### src/rtl/apb_pkg.sv
// ---------------------------------------------------------------------------
// apb_pkg
// Shared definitions for the peripheral-bus requester:
//   - default bus address / data widths and ACCESS timeout length
//   - transfer FSM state encoding (IDLE / SETUP / ACCESS / RESP)
//   - strb_width(): number of byte strobes for a given data width
// ---------------------------------------------------------------------------
package apb_pkg;

  localparam int APB_ADDR_WIDTH = 32;
  localparam int APB_DATA_WIDTH = 32;
  localparam int APB_TIMEOUT    = 256;

  typedef enum logic [1:0] {
    ST_IDLE   = 2'd0,
    ST_SETUP  = 2'd1,
    ST_ACCESS = 2'd2,
    ST_RESP   = 2'd3
  } apb_state_e;

  // One strobe bit per byte lane of the data bus.
  function automatic int strb_width(input int data_width);
    return data_width / 8;
  endfunction

endpackage

### src/rtl/apb_timeout.sv
// ---------------------------------------------------------------------------
// apb_timeout
// ACCESS-phase watchdog for apb_requester (only instantiated when the
// APB_TIMEOUT_EN macro is defined).
// Ports:
//   pclk, presetn  bus clock, asynchronous active-low reset
//   clear          restart the count (asserted while in SETUP, i.e. on the
//                  cycle before ACCESS is entered)
//   count_en       one ACCESS cycle has elapsed at this edge
//   expired        high during the TIMEOUT-th ACCESS cycle; if ready is
//                  still low in that cycle the transfer is aborted
// ---------------------------------------------------------------------------
module apb_timeout
  import apb_pkg::*;
#(
  parameter int TIMEOUT = APB_TIMEOUT
) (
  input  logic pclk,
  input  logic presetn,
  input  logic clear,
  input  logic count_en,
  output logic expired
);

  localparam int              CW    = $clog2(TIMEOUT + 1);
  localparam logic [CW-1:0]   LAST  = CW'(TIMEOUT - 1);
  localparam logic [CW-1:0]   LIMIT = CW'(TIMEOUT);

  logic [CW-1:0] cnt_q;
  logic [CW-1:0] cnt_d;
  logic          expired_q;
  logic          expired_d;

  // Next count and expiry flag; cnt_q holds (ACCESS cycles completed so far),
  // so the flag is registered against the value the counter is moving to.
  always_comb begin
    cnt_d     = cnt_q;
    expired_d = expired_q;
    if (clear) begin
      cnt_d     = {CW{1'b0}};
      expired_d = (LAST == {CW{1'b0}});
    end else if (count_en) begin
      if (cnt_q != LIMIT) begin
        cnt_d = cnt_q + {{(CW-1){1'b0}}, 1'b1};
      end else begin
        cnt_d = cnt_q;
      end
      expired_d = (cnt_d == LAST);
    end else begin
      cnt_d     = cnt_q;
      expired_d = expired_q;
    end
  end

  // Counter and expiry registers.
  always_ff @(posedge pclk or negedge presetn) begin
    if (!presetn) begin
      cnt_q     <= {CW{1'b0}};
      expired_q <= 1'b0;
    end else begin
      cnt_q     <= cnt_d;
      expired_q <= expired_d;
    end
  end

  assign expired = expired_q;

endmodule

### src/rtl/apb_requester.sv
// ---------------------------------------------------------------------------
// apb_requester
// Converts single-outstanding core load/store requests into two-phase
// SETUP/ACCESS transfers on the peripheral bus and returns read data and
// error status to the core.
//
// Optional feature: define APB_TIMEOUT_EN to abort an ACCESS phase that has
// not seen ready after TIMEOUT cycles (response then carries rsp_err=1,
// rsp_rdata=0). Without the macro ACCESS waits indefinitely.
//
// Ports:
//   pclk, presetn                     clock, asynchronous active-low reset
//   req_valid/req_ready               core request handshake (ready in IDLE)
//   req_addr/req_wdata/req_write/req_stb  request payload
//   rsp_valid/rsp_ready               response handshake
//   rsp_rdata/rsp_err                 captured read data / error
//   paddr/pdata/pwrite/pstb           bus payload, held between transfers
//   psel/penable                      bus phase control
//   prdata/ready/perr                 completer return
// All outputs are registered; ready/perr/prdata reach no output
// combinationally.
// ---------------------------------------------------------------------------
module apb_requester
  import apb_pkg::*;
#(
  parameter int ADDR_WIDTH = APB_ADDR_WIDTH,
  parameter int DATA_WIDTH = APB_DATA_WIDTH,
  parameter int TIMEOUT    = APB_TIMEOUT
) (
  input  logic                                pclk,
  input  logic                                presetn,
  input  logic                                req_valid,
  output logic                                req_ready,
  input  logic [ADDR_WIDTH-1:0]               req_addr,
  input  logic [DATA_WIDTH-1:0]               req_wdata,
  input  logic                                req_write,
  input  logic [strb_width(DATA_WIDTH)-1:0]   req_stb,
  output logic                                rsp_valid,
  input  logic                                rsp_ready,
  output logic [DATA_WIDTH-1:0]               rsp_rdata,
  output logic                                rsp_err,
  output logic [ADDR_WIDTH-1:0]               paddr,
  output logic [DATA_WIDTH-1:0]               pdata,
  input  logic [DATA_WIDTH-1:0]               prdata,
  output logic                                psel,
  output logic                                penable,
  output logic                                pwrite,
  output logic [strb_width(DATA_WIDTH)-1:0]   pstb,
  input  logic                                ready,
  input  logic                                perr
);

  localparam int STB_WIDTH = strb_width(DATA_WIDTH);

  apb_state_e             state_q,     state_d;
  logic [ADDR_WIDTH-1:0]  paddr_q,     paddr_d;
  logic [DATA_WIDTH-1:0]  pdata_q,     pdata_d;
  logic                   pwrite_q,    pwrite_d;
  logic [STB_WIDTH-1:0]   pstb_q,      pstb_d;
  logic                   psel_q,      psel_d;
  logic                   penable_q,   penable_d;
  logic                   req_ready_q, req_ready_d;
  logic                   rsp_valid_q, rsp_valid_d;
  logic [DATA_WIDTH-1:0]  rsp_rdata_q, rsp_rdata_d;
  logic                   rsp_err_q,   rsp_err_d;
  logic                   timeout_s;

`ifdef APB_TIMEOUT_EN
  apb_timeout #(
    .TIMEOUT (TIMEOUT)
  ) u_timeout (
    .pclk     (pclk),
    .presetn  (presetn),
    .clear    (state_q == ST_SETUP),
    .count_en (state_q == ST_ACCESS),
    .expired  (timeout_s)
  );
`else
  assign timeout_s = 1'b0;
`endif

  // Transfer FSM: next state and next value of every registered output.
  always_comb begin
    state_d     = state_q;
    paddr_d     = paddr_q;
    pdata_d     = pdata_q;
    pwrite_d    = pwrite_q;
    pstb_d      = pstb_q;
    psel_d      = psel_q;
    penable_d   = penable_q;
    req_ready_d = req_ready_q;
    rsp_valid_d = rsp_valid_q;
    rsp_rdata_d = rsp_rdata_q;
    rsp_err_d   = rsp_err_q;
    case (state_q)
      ST_IDLE: begin
        if (req_valid) begin
          paddr_d     = req_addr;
          pdata_d     = req_wdata;
          pwrite_d    = req_write;
          // Reads never drive byte strobes.
          pstb_d      = req_write ? req_stb : {STB_WIDTH{1'b0}};
          psel_d      = 1'b1;
          req_ready_d = 1'b0;
          state_d     = ST_SETUP;
        end else begin
          req_ready_d = 1'b1;
        end
      end
      ST_SETUP: begin
        penable_d = 1'b1;
        state_d   = ST_ACCESS;
      end
      ST_ACCESS: begin
        // ready is checked first so it wins over a same-edge timeout.
        if (ready) begin
          rsp_rdata_d = pwrite_q ? {DATA_WIDTH{1'b0}} : prdata;
          rsp_err_d   = perr;
          psel_d      = 1'b0;
          penable_d   = 1'b0;
          rsp_valid_d = 1'b1;
          state_d     = ST_RESP;
        end else if (timeout_s) begin
          rsp_rdata_d = {DATA_WIDTH{1'b0}};
          rsp_err_d   = 1'b1;
          psel_d      = 1'b0;
          penable_d   = 1'b0;
          rsp_valid_d = 1'b1;
          state_d     = ST_RESP;
        end else begin
          state_d = ST_ACCESS;
        end
      end
      ST_RESP: begin
        if (rsp_ready) begin
          rsp_valid_d = 1'b0;
          req_ready_d = 1'b1;
          state_d     = ST_IDLE;
        end else begin
          state_d = ST_RESP;
        end
      end
      default: begin
        psel_d      = 1'b0;
        penable_d   = 1'b0;
        rsp_valid_d = 1'b0;
        req_ready_d = 1'b1;
        state_d     = ST_IDLE;
      end
    endcase
  end

  // State and output registers; reset abandons any in-flight transfer.
  always_ff @(posedge pclk or negedge presetn) begin
    if (!presetn) begin
      state_q     <= ST_IDLE;
      paddr_q     <= {ADDR_WIDTH{1'b0}};
      pdata_q     <= {DATA_WIDTH{1'b0}};
      pwrite_q    <= 1'b0;
      pstb_q      <= {STB_WIDTH{1'b0}};
      psel_q      <= 1'b0;
      penable_q   <= 1'b0;
      req_ready_q <= 1'b1;
      rsp_valid_q <= 1'b0;
      rsp_rdata_q <= {DATA_WIDTH{1'b0}};
      rsp_err_q   <= 1'b0;
    end else begin
      state_q     <= state_d;
      paddr_q     <= paddr_d;
      pdata_q     <= pdata_d;
      pwrite_q    <= pwrite_d;
      pstb_q      <= pstb_d;
      psel_q      <= psel_d;
      penable_q   <= penable_d;
      req_ready_q <= req_ready_d;
      rsp_valid_q <= rsp_valid_d;
      rsp_rdata_q <= rsp_rdata_d;
      rsp_err_q   <= rsp_err_d;
    end
  end

  assign req_ready = req_ready_q;
  assign rsp_valid = rsp_valid_q;
  assign rsp_rdata = rsp_rdata_q;
  assign rsp_err   = rsp_err_q;
  assign paddr     = paddr_q;
  assign pdata     = pdata_q;
  assign pwrite    = pwrite_q;
  assign pstb      = pstb_q;
  assign psel      = psel_q;
  assign penable   = penable_q;

endmodule
### config.mk
export PLATFORM = sky130hd
export DESIGN_NAME = apb_requester
export DESIGN_NICKNAME = d
export VERILOG_FILES = /design/src/rtl/apb_pkg.sv /design/src/rtl/apb_timeout.sv /design/src/rtl/apb_requester.sv
export SDC_FILE = /design/constraint.sdc
export NUM_CORES = 1
export LEC_CHECK = 0
export CAP_MARGIN = 20
export CORE_MARGIN = 5
export CORE_UTILIZATION = 30
export DETAILED_ROUTE_END_ITERATION = 8
export SKIP_LAST_GASP = 1
export SYNTH_ARGS = -nofsm -noshare
export SYNTH_HDL_FRONTEND = slang
export SYNTH_SLANG_ARGS = --single-unit
### constraint.sdc
create_clock -name pclk -period 3.2 [get_ports pclk]
set_input_delay 0.48 -clock pclk [delete_from_list [all_inputs] [get_ports pclk]]
set_output_delay 0.48 -clock pclk [all_outputs]
set_load 0.02 [all_outputs]
==> flow_summary.toml <==
[timing]
worst_pin_slew_ns = 0.787
slew_headroom_pct = 47.4
rsz0062_at_grt = "false"
drv_slew = 0
setup_tns_ns = 0
fmax_mhz = 503
final-hold-violation-count = 0
fin_crit_ns = 1.99
finalCritPeriodShare_pct = 62.1
fin_worst_skew_ns = 0.00968
finalSetupViolations = 0

[critical_path]
cp_max_fo = 3
cp_slowest_cell = "clkdlybuf4s50_1"
end_kind = "primary output"
path_cells = "clkdlybuf4s50_1"
worstSetupPathType = "register to primary output"
critPathTopFamily = "buffers and inverters"
worstPathRequired_ns = 2.72
crit_path_start = "req_ready"
cp.buffers_inverters = 1
cpPeakStageDelay_ns = 0.61
arrival_ns = 1.51
crit_path_start_kind = "register"
worstReg2RegStart = "state_q[0]"

[synthesis]
synth_area_per_cell_um2 = 13.2
synth_area_um2 = 4270
seq_area_frac_synth_pct = 63.4
ys.flop_type = "dfrtp_1"
synth.ff_latch_count = 108
synth_most_common_cell = "dfrtp_1"
yosysTopAreaCellShare_pct = 62.8
ys_warn_count = 0
ys_async_sr_fraction_pct = 100
synth-edff-count = 0
synthTopCellsByArea = "dfrtp_1 (63%), mux2_1 (13%), nand2b_1 (4.8%), o21ai_0 (4.6%), mux2_2 (4.5%)"
synth_cells = 322
ys_types = 21
syn_nets = 429
yosys.area.top_type = "dfrtp_1"
yosys-top-cells-count = "dfrtp_1 (107), mux2_1 (50), o21ai_0 (39)"

[layout]
fillers = 1248
antenna_cells = 0
area_growth_pct = 61.3
final_nets = 637
final_layout_size_suffix_gt1_share_pct = 7.49

[grt]
track_usage_pct = 13.4
grt_max_degree = 75
grt_overflow = 0
first_global_vias = 3285
grt_pass1_wl_mm = 17.5
antenna_found_initial = 0

[clock_network]
cts_inserted_buffers = 9
cts_sinks = 108
clkLatencyLatePin_ns = 0.35
cts_buffer_depth = 2
cts_resized = 0
cts_tree = "yes"
clock-root-buffer = "clkbuf_16"
postCtsHoldBufs = 0
cts_max_level = 3
path_clk_slew_ns = 0.07
postCtsSetupRepairBufs = 0

[route]
wl_met3_um = 996
dr.pass1.iters = 4
postRouteAntennaNets = 0
routed.top_layer = "met4"
avgViaCountPerCell = 4.33
drtIter0Drc = 100
routed_wl_mm = 11.2
routed-wl-met2_mm = 5.40
route.detailed.drc = 0
wl_met1_mm = 4.53
wl_per_cell_um = 15.6
vias = 3092

[pwr]
p_int_uw = 4560
power_density_nw_per_um2 = 1020
switching_power_uw = 2480
power_frac_seq_pct = 34.2
p_leak_uw = 0.00287
clock_power_share_pct = 17.8
ir_drop_v = 0.000398
p_sw_share_pct = 35.2
finalPower_uw = 7040
pwr-share-comb_pct = 48.0

[die]
die_w_um = 129
die-area_um2 = 16700
ios = 213
die_h_um = 129
start_util_pct = 30.6
rows = 43
core_um2 = 13900

[placement]
io_buffers = 212
dp_hpwl_mm = 8.42
gp_congestion = 0.760

[flow_run]
max_cap_viol_count = 0

[status]
outcome = "complete, no violations"

[min_path]
hold_path.class = "primary input to async pin"
cell families after synthesis:
family          Yosys count  synth area share (%)
flops                   108                  63.4
compound gates           45                  5.51
mux                      67                  17.7
simple gates             77                  9.15
buf+inv                  25                  4.25
metal layers:
layer / up-vias / GRT usage [%]
met5: - / 0
met4: 0 / 5.93
met3: 14 / 4.58
li1: 1495 / -
met1: 1466 / 15.9
met2: 117 / 22.3
flip-flops by register name (all words and copies together), names as in the netlist, 2 cells and up:
register,cells
paddr,32
pdata,32
rsp_rdata,32
pstb,4
state_q,2
cell usage in the layout (no fill, tap or decap), drive strengths merged, types with 2 or more instances in the layout:
cell,count
bufinv,3
mux2,67
clkinv,2
a21oi,3
inv,5
buf,6
dfrtp,107
nand2,36
a21o,2
clkdlybuf4s50,211
nand3,4
clkbuf,10
o21ai,39
nand2b,33
final cells by class:
type	count	area, um2	area share [%]
multi-input combinational	189	1390	20.1
timing repair buffer	217	2210	32.1
clock buffer	10	239	3.47
inverter	5	18.8	0.273
clock inverter	5	100	1.45
tap	180	225	3.27
sequential	108	2700	39.3
final timing paths:
check                                end  slack (ns)  depth (start not counted)
min                            pdata[22]        0.14                          1
min reg2reg                 rsp_rdata[7]        0.48                          2
max reg2reg                rsp_rdata[26]        1.34                          4
max                            req_ready        1.21                          1
max in group asynchronous      pdata[10]        2.31                          2
min in group pclk           rsp_rdata[7]        0.48                          2
power groups by stage:
stage / clock network (uW) / logic (uW) / registers [uW]
floorplan: 0 / 927 / 3190
CTS: 1290 / 3450 / 2420
detailed placement: 0 / 3450 / 2440
global route: 1350 / 3620 / 2500
global placement: 0 / 3400 / 2410
finish: 1250 / 3380 / 2410
through the flow:
stage                     std cells  util (%)  instance area, um2  hold WS, ns  worst slack (ns)
final                           714      49.4                6880        0.139              1.21
after global routing            714      49.4                6880        0.186              1.14
after CTS                       714      49.4                6880        0.151              1.19
after detailed placement        699      46.9                6540        0.470             0.947
after global placement          699      46.9                6540        0.462              1.01
after floorplan                 322         -                4270        0.184              1.75
Power figures use the tool's default switching activity.
